File: config.mk
export PLATFORM = sky130hd
export DESIGN_NAME = modulo_escalonador_contador
export DESIGN_NICKNAME = d
export VERILOG_FILES = /design/src/rtl/modulo_escalonador_contador.sv
export SDC_FILE = /design/constraint.sdc
export NUM_CORES = 1
export LEC_CHECK = 0
export CORE_ASPECT_RATIO = 0.5
export CORE_MARGIN = 4
export CORE_UTILIZATION = 50
export DETAILED_ROUTE_END_ITERATION = 10
export GPL_ROUTABILITY_DRIVEN = 0
export PLACE_DENSITY = 0.77
export SLEW_MARGIN = 20
export SYNTH_ARGS = -nofsm -noshare
export SYNTH_HDL_FRONTEND = slang
export SYNTH_SLANG_ARGS = --single-unit
export TNS_END_PERCENT = 30
File: constraint.sdc
create_clock -name clk -period 6.3 [get_ports clk]
set_input_delay 1.26 -clock clk [delete_from_list [all_inputs] [get_ports clk]]
set_output_delay 1.26 -clock clk [all_outputs]
set_load 0.02 [all_outputs]
File: src/rtl/modulo_escalonador_contador.sv
// Queues countdown presets in a small FIFO and sequences the counter datapath (load, run, clear) one request at a time.
// Optional RUN watchdog enabled by defining MODULO_ESCALONADOR_WATCHDOG_EN.
module modulo_escalonador_contador #(
  parameter int DATA_W = 4,
  parameter int DEPTH  = 4
) (
  input  logic                       clk,
  input  logic                       rst,
  input  logic                       enable,
  input  logic                       req_valid,
  input  logic [DATA_W-1:0]          req_data,
  output logic                       req_ready,
  input  logic                       cnt_zero,
  input  logic                       abort,
  output logic [DATA_W-1:0]          cnt_value,
  output logic                       Load_C,
  output logic                       Enable_C,
  output logic                       Clear_Reg,
  output logic                       busy,
  output logic                       empty,
  output logic [$clog2(DEPTH+1)-1:0] level,
  output logic                       timeout
);

  localparam int PTR_W = $clog2(DEPTH);
  localparam int LVL_W = $clog2(DEPTH+1);

  typedef enum logic [1:0] {
    IDLE  = 2'b00,
    LOAD  = 2'b01,
    RUN   = 2'b10,
    CLEAR = 2'b11
  } state_t;

  state_t              state_q, state_d;
  logic [PTR_W-1:0]    wr_ptr_q, wr_ptr_d;
  logic [PTR_W-1:0]    rd_ptr_q, rd_ptr_d;
  logic [LVL_W-1:0]    level_q, level_d;
  logic [DATA_W-1:0]   cnt_value_q, cnt_value_d;
  logic [DATA_W-1:0]   mem [DEPTH];

  logic full;
  logic fifo_empty;
  logic push;
  logic pop;
  logic wd_fire;

  assign full       = (level_q == LVL_W'(DEPTH));
  assign fifo_empty = (level_q == '0);
  assign push       = req_valid & ~full;

  // Storage is not reset; occupancy is tracked by level_q alone.
  always_ff @(posedge clk) begin
    if (push) begin
      mem[wr_ptr_q] <= req_data;
    end
  end

  always_comb begin
    state_d = state_q;
    pop     = 1'b0;
    if (enable) begin
      case (state_q)
        IDLE: begin
          if (!fifo_empty) begin
            state_d = LOAD;
            pop     = 1'b1;
          end
        end
        LOAD:  state_d = RUN;
        RUN: begin
          if (cnt_zero || abort || wd_fire) begin
            state_d = CLEAR;
          end
        end
        CLEAR: begin
          if (!fifo_empty) begin
            state_d = LOAD;
            pop     = 1'b1;
          end else begin
            state_d = IDLE;
          end
        end
        default: state_d = IDLE;
      endcase
    end
  end

  always_comb begin
    wr_ptr_d    = push ? wr_ptr_q + PTR_W'(1) : wr_ptr_q;
    rd_ptr_d    = pop ? rd_ptr_q + PTR_W'(1) : rd_ptr_q;
    cnt_value_d = pop ? mem[rd_ptr_q] : cnt_value_q;
    level_d     = level_q;
    case ({push, pop})
      2'b10:   level_d = level_q + LVL_W'(1);
      2'b01:   level_d = level_q - LVL_W'(1);
      default: level_d = level_q;
    endcase
  end

  always_ff @(posedge clk or negedge rst) begin
    if (!rst) begin
      state_q     <= IDLE;
      wr_ptr_q    <= '0;
      rd_ptr_q    <= '0;
      level_q     <= '0;
      cnt_value_q <= '0;
    end else begin
      state_q     <= state_d;
      wr_ptr_q    <= wr_ptr_d;
      rd_ptr_q    <= rd_ptr_d;
      level_q     <= level_d;
      cnt_value_q <= cnt_value_d;
    end
  end

`ifdef MODULO_ESCALONADOR_WATCHDOG_EN
  localparam int                WD_W    = DATA_W + 2;
  // Fires on the last of 2**DATA_W + 2 enabled RUN cycles.
  localparam logic [WD_W-1:0]   WD_LAST = WD_W'((2 ** DATA_W) + 1);

  logic [WD_W-1:0] wd_cnt_q, wd_cnt_d;
  logic            timeout_q, timeout_d;

  assign wd_fire = (state_q == RUN) && (wd_cnt_q == WD_LAST);

  always_comb begin
    wd_cnt_d  = wd_cnt_q;
    timeout_d = timeout_q;
    if (state_q != RUN) begin
      wd_cnt_d = '0;
    end else if (enable) begin
      wd_cnt_d = wd_cnt_q + WD_W'(1);
    end
    if (enable) begin
      timeout_d = wd_fire && !cnt_zero && !abort;
    end
  end

  always_ff @(posedge clk or negedge rst) begin
    if (!rst) begin
      wd_cnt_q  <= '0;
      timeout_q <= 1'b0;
    end else begin
      wd_cnt_q  <= wd_cnt_d;
      timeout_q <= timeout_d;
    end
  end

  assign timeout = timeout_q;
`else
  assign wd_fire = 1'b0;
  assign timeout = 1'b0;
`endif

  assign req_ready = ~full;
  assign empty     = fifo_empty;
  assign level     = level_q;
  assign cnt_value = cnt_value_q;
  assign busy      = (state_q != IDLE);
  assign Load_C    = enable & (state_q == LOAD);
  assign Enable_C  = enable & (state_q == RUN);
  assign Clear_Reg = enable & (state_q == CLEAR);

endmodule

# Word-level counts from Yosys, hierarchy flattened
# Memories as Yosys holds them, arrays and structs flattened. A register that Yosys moved wholly into a read port is not among the register bits.
# Cells that the tools add are included.
# word_totals
ff_bits	9
mem_bits_rw	16
input_bits	10
output_inout_bits	14
elab_cells	40
mem_count	1
# memory_table
memory	words	width	rd	rd_ports_with_merged_regs	write_ports	line_no	rtl
mem	4	4	1	1	1	40	logic [DATA_W-1:0] mem [DEPTH];
# op_classes
addsub	4
n_eq_ne	8
mux	10
bitwise	5
reduce_logical	8
# ops
cell	n
2-bit one-hot mux with 4 select lines	1
2-bit == test (second input constant)	3
1-bit 2-to-1 mux	6
3-bit one-hot mux with 2 select lines	1
2-bit by 1-bit adder with 2-bit output (second input constant)	2
1-bit bitwise AND	4
2-bit by 1-bit == test with 1-bit output (second input constant)	2
2-bit 2-to-1 mux	2
2-bit inequality test (second input constant)	2
2-bit nonzero test	2
3-bit by 1-bit adder with 3-bit output (second input constant)	1
3-bit == test (second input constant)	1
3-bit zero test	1
3-bit AND reduction	1
3-bit by 1-bit subtractor with 3-bit output (second input constant)	1
2-bit zero test	1
2-bit OR reduction	1
1-bit zero test	1
1-bit logical OR	1
1-bit inverter	1

# Longest topological paths before layout
# Gate-level depths: netlist (run 1).
# logic_depth
depth_word	6
mapped_depth	9
ltp_nobuf	9

# Worst setup path after synthesis (run 1)
# OpenSTA, ideal clock, no wires.
# synth_timing
path_type	input port to output port
start	in enable
end	out Clear_Reg
arrival_time_ps	1470
required_time_ps	5040
path_slack_ps	3570
stages	1
path_buffers	0
cell_sequence	and2_1
# synth_between
elab_chain_cells	1
# synth_rtl
element	line_no	rtl
from (decl)	9	input logic enable,
1-bit bitwise AND	163	assign Clear_Reg = enable & (state_q == CLEAR);
to (decl)	18	output logic Clear_Reg,
# Every way passes these cells.

# Worst setup path in the final report (run 1)
# layout_timing
start	in enable
end	out Enable_C
# layout_between
elab_chain_cells	1
# layout_rtl
element	line_no	rtl
1-bit bitwise AND	162	assign Enable_C = enable & (state_q == RUN);
to (decl)	17	output logic Enable_C,
# Every way passes these cells.

==> impl_metrics.toml, run 1 <==
[outcome]
status = "finished clean"

[clock_network]
cts_tree = "yes"
h-tree-depth = 2
clkLatencyLatePin_ns = 0.27
cts_buffer_depth = 2
hold_buffers = 0
numCtsBuffers = 5
ctsResizeCount = 0
clk_pin_slew_worst_paths_ns = 0.06
cts_sinks = 29
post_cts_buffers = 0
cts_root_buf = "clkbuf_8"

[layout]
instances_no_fill = 156
seq_area_um2 = 806
num-nets-final = 138
num-fill-cells = 207
layout-drive-gt1-share_pct = 21.0
diodes = 0
multi_input_area_um2 = 531
area_growth_pct = 24.2

[timing]
relSlewSlack_pct = 56.9
finalSetupTns_ns = 0
rsz0062_at_grt = "no"
tightest_slew_ns = 0.644
clock_skew_ns = 0.00427
hold_viol = 0
final_max_slew_viol_count = 0
period_needed_ns = 3.74
setup_viol_count_final = 0
fin_crit_sh_pct = 59.4
fmax_mhz = 267

[worst_setup_path]
cp.depth = 3
cp_max_fo = 4
worstPathRequired_ns = 5.04
cpPeakStageDelay_ns = 0.59
worstSetupPathType = "input pin to output pin"
crit_end = "Enable_C"
crit_chain = "clkdlybuf4s50_1, and2_1, clkdlybuf4s50_1"
r2r_slack_ns = 3.88
crit_path_end_kind = "output pin"
cp-startpoint = "enable"
worstSetupStartpointType = "input pin"
path_delay_family = "buffers and inverters"
reg2reg_to = "level[2]$_DFFE_PN0P_"
worst_path_most_repeated_cell = "clkdlybuf4s50_1"
cp_slowest_cell = "clkdlybuf4s50_1"
worstRegToRegCells = 9
reg2reg_from = "state_q[0]$_DFFE_PN0P_"
cp_num_buf_inv = 2
crit_arrival_ns = 2.48

[route]
wl_per_cell_um = 13.8
antenna_left = 0
vias = 777
drtPass1Iterations = 4
vias_per_cell = 4.98
drt_wl_total_um = 2160
drc_errors = 0
drt_iter0_drc = 15

[synth]
yosysWarnings = 0
yosysMostFrequentCell = "edfxtp_1"
synth_top_area_cell = "edfxtp_1"
synth_flop_cell = "edfxtp_1"
syn_inst = 91
synth_edf_count = 16
async_flop_share_pct = 44.8
synth.distinct_cells = 31
synth_area_leaders = "edfxtp_1 (35%), dfrtp_1 (23%), ha_1 (8.1%)"
synthesis.nets = 111
syn_avg_cell_area_um2 = 15.2
synth_common_cells = "edfxtp_1 (16), dfrtp_1 (13), inv_1 (10)"
yosysTopAreaCellShare_pct = 34.7
syn_area_um2 = 1390
ys_seq_area_share_pct = 58.1
ys_ff_latch = 29

[power]
p_total_uw = 854
power.density_nw_per_um2 = 496
ir_drop_uv = 246
p_leak_nw = 0.699

[run]
cap_viol_max_count = 0

[placement]
io_buffers = 22
dp.cells = 148
dp_hpwl_um = 1610

[grt]
grt_max_degree = 14
antenna_found_initial = 0
grt_remaining_overflow = 0
grt_pass1_wl_um = 3510
grt_usage_pct = 13.8
first_global_vias = 743

[floorplan]
dieArea_um2 = 3730
core.rowCount = 13
coreArea_um2 = 2620
die_h_um = 45.2
die_w_um = 82.5
pin_count = 24
floorplan.initialDensity_pct = 52.9

[worst_hold_path]
hold_class = "register to register"
-- cells by family (layout without fill, tap and decap cells) --
logic type | after synthesis | in the layout | share of synthesized area (%)
adders and majority gates | 10 | 10 | 9.57
buffers and inverters | 12 | 40 | 3.61
xor gates and xnor gates | 6 | 6 | 3.79
DFF | 29 | 29 | 58.1
and+or+nand+nor | 18 | 18 | 10.2
muxes | 11 | 11 | 12.4
AOI/OAI and AO/OA | 4 | 4 | 2.08
other | 1 | 1 | 0.270
-- how the worst min path moves through the flow --
stage / from / cells after the start / endpoint / slack [ns]
after floorplan: rd_ptr_q[1]$_DFFE_PN0P_ / 1 / rd_ptr_q[1]$_DFFE_PN0P_ / 0.53
after global placement: cnt_value[2]$_DFFE_PN0P_ / 1 / cnt_value[2]$_DFFE_PN0P_ / 0.49
after detailed placement: cnt_value[2]$_DFFE_PN0P_ / 1 / cnt_value[2]$_DFFE_PN0P_ / 0.50
after CTS: cnt_value[2]$_DFFE_PN0P_ / 1 / cnt_value[2]$_DFFE_PN0P_ / 0.51
after global routing: cnt_value[2]$_DFFE_PN0P_ / 1 / cnt_value[2]$_DFFE_PN0P_ / 0.52
final: cnt_value[2]$_DFFE_PN0P_ / 1 / cnt_value[2]$_DFFE_PN0P_ / 0.51
-- power by group --
part	switching (mW)	leakage, nW	internal [mW]
logic	0.176	0.358	0.208
registers	0.0581	0.299	0.271
clock network	0.0667	0.0430	0.0741
-- area by class of cell --
cell class / instances / share of cell area (%)
clock buffers: 5 / 4.00
clock inverters: 3 / 0.727
inverters: 10 / 2.18
multi-input cells: 50 / 30.8
flip-flops and latches: 29 / 46.8
well taps: 37 / 2.69
repair buffers: 22 / 12.8
-- flip-flops by register name, summed over array words and instances, names as in the netlist --
name,count
mem,16
cnt_value,4
level,3
rd_ptr_q,2
state_q,2
wr_ptr_q,2
-- routing by layer --
metal / global-route usage (%) / up-vias / share of wire (%)
met5: 0 / - / 0
met1: 17.2 / 378 / 47
met2: 21.2 / 19 / 46
met3: 5.38 / 3 / 6.1
met4: 6.95 / 0 / 1.1
li1: - / 377 / -
-- metrics by stage --
| step | hold slack, ns | instance area (um2) | util (%) | setup slack [ns] |
|---|---|---|---|---|
| floorplan | 0.527 | 1390 | - | 3.57 |
| global placement | 0.492 | 1640 | 62.6 | 2.57 |
| detailed placement | 0.498 | 1640 | 62.6 | 2.55 |
| CTS | 0.511 | 1720 | 65.7 | 2.55 |
| global route | 0.524 | 1720 | 65.7 | 2.50 |
| finish | 0.507 | 1720 | 65.7 | 2.56 |
-- cell usage in the layout, fill, tap and decap left out, types with 3 or more instances in the layout --
master           Yosys  layout
and2_1               3       3
and3_2               4       4
clkbuf_8             0       5
clkdlybuf4s50_1      0      22
dfrtp_1             13      13
edfxtp_1            16      16
ha_1                 9       9
inv_1               10      10
mux2_2               5       5
mux4_2               4       4
xor2_1               4       4
Power figures use the tool's default switching activity.
==> inputs of run 2 (changes only) <==
Clock period 6.3 ns to 3.9 ns, I/O delays scaled along.
==> impl_metrics.toml, run 2 (synthesis gave the netlist of run 1 again) <==
[clock_network]
clkLatencyLatePin_ns = 0.28
clk_pin_slew_worst_paths_ns = 0.06
cts_tree = "yes"
cts_sinks = 29
post_cts_buffers = 0
cts_root_buf = "clkbuf_8"
ctsResizeCount = 0
hold_buffers = 0
cts_buffer_depth = 2
h-tree-depth = 2
numCtsBuffers = 5

[route]
antenna_left = 0
wl_per_cell_um = 14.1
drtPass1Iterations = 4
vias = 780
drt_wl_total_um = 2200
vias_per_cell = 5.00
drc_errors = 0
drt_iter0_drc = 20

[timing]
fin_crit_sh_pct = 71.6
hold_viol = 0
period_needed_ns = 2.79
rsz0062_at_grt = "no"
setup_viol_count_final = 0
fmax_mhz = 358
relSlewSlack_pct = 60.6
finalSetupTns_ns = 0
final_max_slew_viol_count = 0
tightest_slew_ns = 0.589
clock_skew_ns = 0.00826

[layout]
final_common_cell = "clkdlybuf4s50_1"
area_growth_pct = 24.3
largest_reg_flops = 16
diodes = 0
num-nets-final = 138
instances_no_fill = 156
regMostFlops = "mem"
final_cell_mix = "clkdlybuf4s50_1 (22), edfxtp_1 (16), dfrtp_1 (13)"
layout-drive-gt1-share_pct = 21.8

[grt]
grt_max_degree = 14
grt_remaining_overflow = 0
grt_usage_pct = 14.0
antenna_found_initial = 0
first_global_vias = 767
grt_pass1_wl_um = 3650

[floorplan]
die_h_um = 45.2
floorplan.initialDensity_pct = 52.9
core.rowCount = 13
pin_count = 24
die_w_um = 82.5
dieArea_um2 = 3730
coreArea_um2 = 2620

[worst_setup_path]
crit_arrival_ns = 2.01
worstSetupStartpointType = "input pin"
worstPathRequired_ns = 3.12
cpPeakStageDelay_ns = 0.59
crit_path_end_kind = "output pin"
r2r_slack_ns = 1.53
worst_path_most_repeated_cell = "clkdlybuf4s50_1"
worstRegToRegCells = 9
crit_chain = "clkdlybuf4s50_1, and2_1, clkdlybuf4s50_1"
reg2reg_from = "state_q[0]$_DFFE_PN0P_"
worstSetupPathType = "input pin to output pin"
cp_max_fo = 4
cp_slowest_cell = "clkdlybuf4s50_1"
reg2reg_to = "level[2]$_DFFE_PN0P_"

[worst_hold_path]
min_from = "cnt_value[0]$_DFFE_PN0P_"
hold_class = "register to register"
min_to = "cnt_value[0]$_DFFE_PN0P_"
holdPathStages = 1

[power]
power.density_nw_per_um2 = 808
switching_power_uw = 495
swShare_pct = 35.5
p_leak_nw = 0.701
ir_drop_uv = 402
clkPwrFrac_pct = 16.5
sequentialPowerShare_pct = 38.4
power_frac_comb_pct = 45.1
internal-power_uw = 897

[run]
cap_viol_max_count = 0

[placement]
dp_hpwl_um = 1700
dp.cells = 148
io_buffers = 22

[outcome]
status = "finished clean"
run 2: changes by cell type in the layout (fill, tap and decap cells not counted):
cell      change
clkbuf_1      +1
clkinv_1      -2
clkinv_2      +1
run 2: power groups by stage:
stage | Combinational [mW] | Clock, mW | Sequential, mW
global route | 0.685 | 0.253 | 0.553
CTS | 0.640 | 0.236 | 0.536
global placement | 0.623 | 0 | 0.539
floorplan | 0.407 | 0 | 0.552
finish | 0.627 | 0.230 | 0.534
detailed placement | 0.639 | 0 | 0.541
run 2: how the worst max path moves through the flow:
stage,slack (ns),from,depth (start not counted),to
3_5_place_dp,0.99,enable,9,level[2]$_DFFE_PN0P_
2_1_floorplan,1.65,level[2]$_DFFE_PN0P_,9,level[2]$_DFFE_PN0P_
6_report,1.11,enable,3,Load_C
5_1_grt,1.03,enable,3,Load_C
4_1_cts,1.10,enable,3,Load_C
3_3_place_gp,1.06,enable,9,level[2]$_DFFE_PN0P_
run 2: through the flow:
step                      total power [mW]  utilization (%)  hold WS, ns  worst slack, ns  instance area [um2]
after CTS                             1.41             65.8        0.509             1.10                 1720
after global routing                  1.49             65.8        0.543             1.03                 1720
after global placement                1.16             62.6        0.503             1.06                 1640
final                                 1.39             65.8        0.505             1.11                 1720
after floorplan                      0.959                -        0.484             1.65                 1390
after detailed placement              1.18             62.6        0.498            0.989                 1640
run 2: metal layers:
| metal | up-vias | global-route usage [%] | wire, um |
|---|---|---|---|
| met1 | 380 | 17.7 | 1040 |
| li1 | 376 | - | - |
| met3 | 5 | 5.98 | 137 |
| met4 | 0 | 4.97 | 22 |
| met2 | 19 | 21.7 | 992 |
| met5 | - | 0 | 0 |
run 2: cell type report:
cell class                      count  area [um2]
Multi-Input combinational cell     50         531
Tap cell                           37        46.3
Inverter                           10        37.5
Fill cell                         198         896
Clock inverter                      2        10.0
Timing Repair Buffer               22         220
Sequential cell                    29         806
Clock buffer                        6        72.6
run 2: worst max-delay path, delay by kind of cell:
family | cells | cell delay (ns)
and+or+nand+nor | 1 | 0.13
buffers and inverters | 2 | 1.09
==> inputs of run 3 (changes only) <==
Clock period 3.9 ns to 2.85 ns, I/O delays scaled along.
==> impl_metrics.toml, run 3 (synthesis gave the netlist of run 1 again) <==
[worst_setup_path]
cp_slowest_cell = "clkdlybuf4s50_1"
reg2reg_from = "level[1]$_DFFE_PN0P_"
crit_chain = "nor3_2, clkdlybuf4s50_1"
crit_arrival_ns = 1.83
path_delay_family = "buffers and inverters"
cp-startpoint = "level[1]$_DFFE_PN0P_"
worstPathRequired_ns = 2.28
cpPeakStageDelay_ns = 0.69
crit_path_end_kind = "output pin"
worstSetupStartpointType = "register"
worstSetupPathType = "register to output pin"
cp_max_fo = 5
cp_num_buf_inv = 1

[clock_network]
post_cts_buffers = 0
cts_sinks = 29
cts_buffer_depth = 2
hold_buffers = 0
cts_tree = "yes"
ctsResizeCount = 0
numCtsBuffers = 5
clk_pin_slew_worst_paths_ns = 0.06
cts_root_buf = "clkbuf_8"
h-tree-depth = 2
clkLatencyLatePin_ns = 0.27

[power]
p_leak_nw = 0.701
sequentialPowerShare_pct = 38.0
power_frac_comb_pct = 45.8
swShare_pct = 35.2
internal-power_mw = 1.24
clkPwrFrac_pct = 16.2
power.density_nw_per_um2 = 1110
switching_power_uw = 676
ir_drop_uv = 482

[route]
vias = 793
wl_per_cell_um = 14.5
drt_wl_total_um = 2270
drtPass1Iterations = 2
vias_per_cell = 5.05
drc_errors = 0
drt_iter0_drc = 16
antenna_left = 0

[floorplan]
floorplan.initialDensity_pct = 52.9
die_h_um = 45.2
core.rowCount = 13
pin_count = 24
die_w_um = 82.5
coreArea_um2 = 2620
dieArea_um2 = 3730

[timing]
final_max_slew_viol_count = 0
finalSetupTns_ns = 0
period_needed_ns = 2.40
clock_skew_ns = 0.00702
setup_viol_count_final = 0
rsz0062_at_grt = "no"
relSlewSlack_pct = 59.6
hold_viol = 0
whs_ns = 0.502
fmax_mhz = 417
tightest_slew_ns = 0.605
fin_crit_sh_pct = 84.2

[layout]
area_growth_pct = 24.6
num-nets-final = 139
final_cell_mix = "clkdlybuf4s50_1 (22), edfxtp_1 (16), dfrtp_1 (13)"
largest_reg_flops = 16
regMostFlops = "mem"
layout-drive-gt1-share_pct = 20.8
final_common_cell = "clkdlybuf4s50_1"
diodes = 0
num-fill-cells = 207
final_area_um2 = 1730

[grt]
grt_usage_pct = 15.4
antenna_found_initial = 0
first_global_vias = 812
grt_remaining_overflow = 0
grt_max_degree = 14
grt_pass1_wl_um = 3910

[placement]
dpl-instance-area_um2 = 1650
dp_hpwl_um = 1690
io_buffers = 22

[worst_hold_path]
hold_class = "register to register"
min_from = "cnt_value[2]$_DFFE_PN0P_"

[run]
cap_viol_max_count = 0

[outcome]
status = "finished clean"
-- run 3: cell types whose count changed in the layout (fill, tap and decap cells not counted) --
cell / change
buf_4: +1
clkinv_2: -2
clkbuf_1: +2
-- run 3: area by class of cell --
cell class	instances	area [um2]	area share, %
clock buffer	8	80.1	4.63
inverter	10	37.5	2.17
multi-input combinational	50	531	30.7
sequential	29	806	46.6
tap	37	46.3	2.68
timing repair buffer	23	228	13.2
-- run 3: layer usage --
metal	vias to the layer above	global-route usage, %	part of all wire, %
met5	-	0	0
met4	0	4.97	0.31
met1	391	17.0	42
met2	19	26.4	51
li1	381	-	-
met3	2	7.77	6.8
-- run 3: worst register-to-register path: cells and delay by family, from the launching register on --
| kind | cells | cell delay, ns |
|---|---|---|
| xor gates and xnor gates | 2 | 0.30 |
| adders and majority gates | 2 | 0.56 |
| buffers and inverters | 2 | 0.12 |
| DFF | 1 | 0.44 |
| and+or+nand+nor | 3 | 0.75 |
-- run 3: final timing paths --
| check | slack [ns] | end | cells past startpoint |
|---|---|---|---|
| min in group asynchronous | 0.68 | cnt_value[3]$_DFFE_PN0P_ | 1 |
| max in group asynchronous | 1.78 | cnt_value[2]$_DFFE_PN0P_ | 1 |
| worst max register to register | 0.62 | level[2]$_DFFE_PN0P_ | 9 |
| worst max-delay path | 0.45 | empty | 2 |
| worst min-delay path | 0.50 | cnt_value[2]$_DFFE_PN0P_ | 1 |
| worst min register to register | 0.50 | cnt_value[2]$_DFFE_PN0P_ | 1 |
-- run 3: through the flow --
stage	std cells	worst slack [ns]	utilization (%)	power, mW
4_1_cts	157	0.447	66.0	1.95
5_1_grt	157	0.333	66.0	2.08
2_1_floorplan	91	0.600	-	1.31
6_report	157	0.451	66.0	1.92
3_5_place_dp	149	0.331	62.9	1.63
3_3_place_gp	149	0.396	62.9	1.60
-- run 3: power by group through the flow --
stage / registers (mW) / clock network, mW / logic, mW
after floorplan: 0.756 / 0 / 0.557
after global placement: 0.733 / 0 / 0.870
after detailed placement: 0.739 / 0 / 0.887
after CTS: 0.733 / 0.323 / 0.897
after global routing: 0.754 / 0.353 / 0.969
final: 0.729 / 0.312 / 0.879
==> edit 1 (flow settings as in run 2) <==
The 4 states of `state_t` get a one-hot encoding in 4 bits.
--- a/src/rtl/modulo_escalonador_contador.sv
+++ b/src/rtl/modulo_escalonador_contador.sv
@@ -25,11 +25,11 @@
   localparam int PTR_W = $clog2(DEPTH);
   localparam int LVL_W = $clog2(DEPTH+1);
 
-  typedef enum logic [1:0] {
-    IDLE  = 2'b00,
-    LOAD  = 2'b01,
-    RUN   = 2'b10,
-    CLEAR = 2'b11
+  typedef enum logic [3:0] {
+    IDLE  = 4'b0001,
+    LOAD  = 4'b0010,
+    RUN   = 4'b0100,
+    CLEAR = 4'b1000
   } state_t;
 
   state_t              state_q, state_d;
Function: no difference found for any inputs over 10 cycles, from zero or initial values and one cycle with rst low; not proved beyond that.
==> edit 1 against run 2 <==
- sequential cell count up 2
- die area up 4.8%
- total power down 1.6%
- synthesized area up 5.6%
- routed wire length up 10%
- worst setup slack worse by 0.40 ns
- cell count up 5.1%
- final area up 3.6%
- highest routed layer unchanged
==> edit 1: results (changes against run 2) <==
- Run status: completed
- Met1 usage in global routing: 18.0% (+0.32 points)
- Proportion of power drawn by flip-flops and latches: 41.9% (+3.5 points)
- Min-Delay Startpoint: cnt_value[1]
* Leak Pwr: 0.704 nW (+0.42%)
- Syn nets: 117 (+5.4%)
- The slack of the worst reg-to-reg path is 1.68 ns (+0.15 ns).
- Met3 Use GR: 5.54% (-0.44 points)
- Final-stage net count: 142 (+2.9%)
* NetSw: 0.481 mW (-2.7%)
- Post-synth cell types: 37 (+19%)
- Largest net degree at the start of global routing: 16 (+2)
- Hold-critical path endpoint: cnt_value[1]
- Startpoint of the most critical register-to-register path: level[0]
- The number of cells in the finished layout apart from fillers came to 164 (+5.1%).
- The proportion of synthesized flip-flops having asynchronous set or reset was 48.4% (+3.6 points).
- The mean post-synth cell area is 14.5 sq um (-4.9%).
- The final core utilization is 66.1% (+0.29 points).
- The post-detailed-routing wire length was 2.42 mm (+10%).
- Fraction of final layout cells sized beyond drive strength 1: 18.9% (-3.0 points)
- Top cells by area, synth: sky130_fd_sc_hd__edfxtp_1 (33%), sky130_fd_sc_hd__dfrtp_1 (24%), sky130_fd_sc_hd__mux4_2 (6.2%)
- The sequential share of the synthesized area came to 58.5% (+0.42 points).
- DRC marker count from the first detailed-route iteration: 36 (+80%)
- Worst slack at placement: 0.725 ns (-0.264 ns)
* Critical Path End: Clear_Reg
* Power Clock: 0.234 mW (+2%)
## edit 1: layout make-up
cell class	instances	area share (%)
clock buffer	5	3.86
clock inverter	3	0.842
multi-input combinational	57	30.2
timing repair buffer	23	12.8
sequential	31	48.0
inverter	8	1.68
tap	37	2.59
## edit 1: cell families (layout without fill, tap and decap cells)
group,after synthesis,count (layout),synth area share [%]
compound gates,7,7,3.16
xor+xnor,7,7,4.19
fa+ha+maj,6,6,5.64
buf+inv,13,39,4.62
flops,31,31,58.5
mux,10,10,10.7
other cells,1,1,0.256
simple gates,26,26,12.9
## edit 1: metal layers
layer,part of all wire [%],routed length [microns]
met3,5.7,137
met1,45,1090
met2,47,1140
met5,0,0
met4,2.1,52
## edit 1: worst max-delay path: cells and delay by family
family	cells	cell delay (ns)
buf+inv	2	1.23
simple gates	2	0.40
==> edit 2 (config.mk and constraints of run 2) <==
Without the edit above. Build with the macro `MODULO_ESCALONADOR_WATCHDOG_EN` defined.
--- a/src/rtl/modulo_escalonador_contador.sv
+++ b/src/rtl/modulo_escalonador_contador.sv
@@ -1,5 +1,7 @@
 // Queues countdown presets in a small FIFO and sequences the counter datapath (load, run, clear) one request at a time.
 // Optional RUN watchdog enabled by defining MODULO_ESCALONADOR_WATCHDOG_EN.
+`define MODULO_ESCALONADOR_WATCHDOG_EN
+
 module modulo_escalonador_contador #(
   parameter int DATA_W = 4,
   parameter int DEPTH  = 4
Formal check against the unedited RTL: no difference found for any inputs over 10 cycles, from zero or initial values and one cycle with rst low; that may be too few to reach the edited logic, so the function may still have changed.
==> edit 2 against run 2 <==
- count of clock-buffer cells in the layout decreased by 1
- sequential cell count increased by 7
- global-route usage increased by 1.1 points
- fmax decreased by 8.6%
- total power increased by 8.6%
- routed wire length increased by 31%
- worst setup slack got worse by 0.26 ns
- first-iteration DRC count unchanged
- final area increased by 19%
- via count increased by 24%
- non-clock buffer count increased by 1
- clock power increased by 15%
- synthesized area increased by 24%
- clock skew decreased by 0.0058 ns
==> edit 2: results (changes against run 2) <==
- Clock latency of the later-clocked register in the worst-skew pair: 0.29 ns
* Antenna cell count: 0 (unchanged)
- Largest net degree at the start of global routing: 21 (+7)
- The total placed instance area is 0.00197 sq mm (+20%).
- The run finished with clean final reports.
* Fraction of final layout cells sized beyond drive strength 1: 17.0% (-4.8 points)
* Longest Clk Path Bufs: 2 (unchanged)
- Among all flip-flop cells after synthesis, the most frequent one is sky130_fd_sc_hd__dfrtp_1.
- The data arrival time of the worst path is 2.28 ns (+0.27 ns).
- The peak ir drop on the vdd network came to 0.245 mV (-39%).
- Slew of the pin with the lowest slew margin: 0.471 ns (-0.119 ns)
* Crit path max fanout: 12 (+8)
- Worst-path cell with the longest stage delay: sky130_fd_sc_hd__clkdlybuf4s50_1
- Share of async-settable or async-resettable flops after synthesis: 55.6% (+11 points)
- The number of nets in the final layout came to 168 (+22%).
- Sum of routed wire length over all layers: 2.87 mm (+31%)
- The worst register-to-register path ends at level[2].
- Top reg by flops: mem
- Sorting the synthesized cells by area gives the leading types as sky130_fd_sc_hd__dfrtp_1 (29%), sky130_fd_sc_hd__edfxtp_1 (28%), sky130_fd_sc_hd__ha_1 (8.0%).
* Delay of the slowest critical-path stage: 0.71 ns (+0.12 ns)
- Post-CTS repair timing setup buffer count: 0 (unchanged)
- The initial antenna violation count was 0 (unchanged).
- Clock transition at the registers of the reported paths: 0.07 ns
- Commonest cells in the netlist: sky130_fd_sc_hd__dfrtp_1 (20), sky130_fd_sc_hd__edfxtp_1 (16), sky130_fd_sc_hd__ha_1 (11), sky130_fd_sc_hd__inv_1 (11), sky130_fd_sc_hd__and2_1 (8)
* Total of fill cells in the finished design: 226 (+14%)
- Worst r2r path cells: 9 (unchanged)
* Critical path startpoint: enable
* Syn nets: 140 (+26%)
- Resize count post-CTS: 0 (unchanged)
* Number of setup violations in the final report: 0 (unchanged)
* Post-synth cell types: 32 (+3.2%)
* EDFF count, synth: 16 (unchanged)
* Vias in the first global route: 1049 (+37%)
* Register-to-Register Setup Slack: 1.37 ns (-0.16 ns)
- The total global routing track utilization is 15.1% (+1.1 points).
* Leak Pwr: 0.851 nW (+21%)
- First-pass detailed-route iteration total: 4 (unchanged)
* Setup clock skew after layout: 0.00245 ns (-0.00582 ns)
- Via count: 968 (+24%)
* Dpl hpwl: 2.09 mm (+23%)
* Sequential share of the synthesized area: 57.2% (-0.94 points)
- Clock tree synthesis selected as its root buffer the cell sky130_fd_sc_hd__clkbuf_8.
* CTS Buf Count: 5 (unchanged)
* CTS H-tree depth: 2 (unchanged)
* Max FFs per register: 16 (unchanged)
- The wire length of the first global-routing pass came to 5.09 mm (+40%).
- Number of buffers inserted by port buffering: 23 (+4.5%)
* Type of the tightest min-delay check: primary input to asynchronous set/reset pin
-- edit 2: kinds of logic after synthesis --
family,synth area share (%)
AO/OA/AOI/OAI,2.84
XOR/XNOR,5.11
adder cells (fa/ha/maj),9.19
buffers and inverters,3.72
flip-flops,57.2
multiplexers,11.2
AND/OR/NAND/NOR,10.7
-- edit 2: routing by layer --
metal  GRT usage (%)  up-vias  share of wire [%]
li1                -      473                  -
met1            18.3      476                 48
met2            25.2       15                 47
met3            4.78        4                3.8
met4            6.00        0                1.4
met5               0        -                  0
-- edit 2: report_power, final --
group | leakage [nW] | internal [mW] | total, mW | switching [mW]
logic | 0.408 | 0.330 | 0.634 | 0.304
registers | 0.396 | 0.514 | 0.612 | 0.0980
clock network | 0.0479 | 0.124 | 0.264 | 0.140
-- edit 2: worst max-delay path by stage --
stage	endpoint	slack, ns	cells past startpoint
floorplan	level[2]	1.62	10
global placement	level[2]	0.80	8
detailed placement	level[2]	0.67	8
CTS	Clear_Reg	0.83	3
global route	Clear_Reg	0.76	3
finish	Clear_Reg	0.84	3
-- edit 2: cell type report --
class | count | area, sq um | area share (%)
sequential | 36 | 981 | 47.7
clock inverter | 3 | 18.8 | 0.913
timing repair buffer | 23 | 225 | 11.0
clock buffer | 5 | 68.8 | 3.35
tap | 40 | 50.0 | 2.43
inverter | 11 | 41.3 | 2.01
multi-input combinational | 69 | 671 | 32.6
-- edit 2: worst max-delay path, delay by kind of cell --
family / cells / cell delay [ns]
and+or+nand+nor: 1 / 0.19
buffers and inverters: 2 / 1.31
-- edit 2: metrics by stage --
stage	total power, mW	worst slack [ns]	std cells	hold WS [ns]	util, %
global route	1.63	0.755	187	0.477	65.6
finish	1.51	0.842	187	0.437	65.6
floorplan	1.04	1.62	118	0.484	-
global placement	1.24	0.803	179	0.498	62.9
CTS	1.53	0.833	187	0.518	65.7
detailed placement	1.27	0.675	179	0.501	62.9
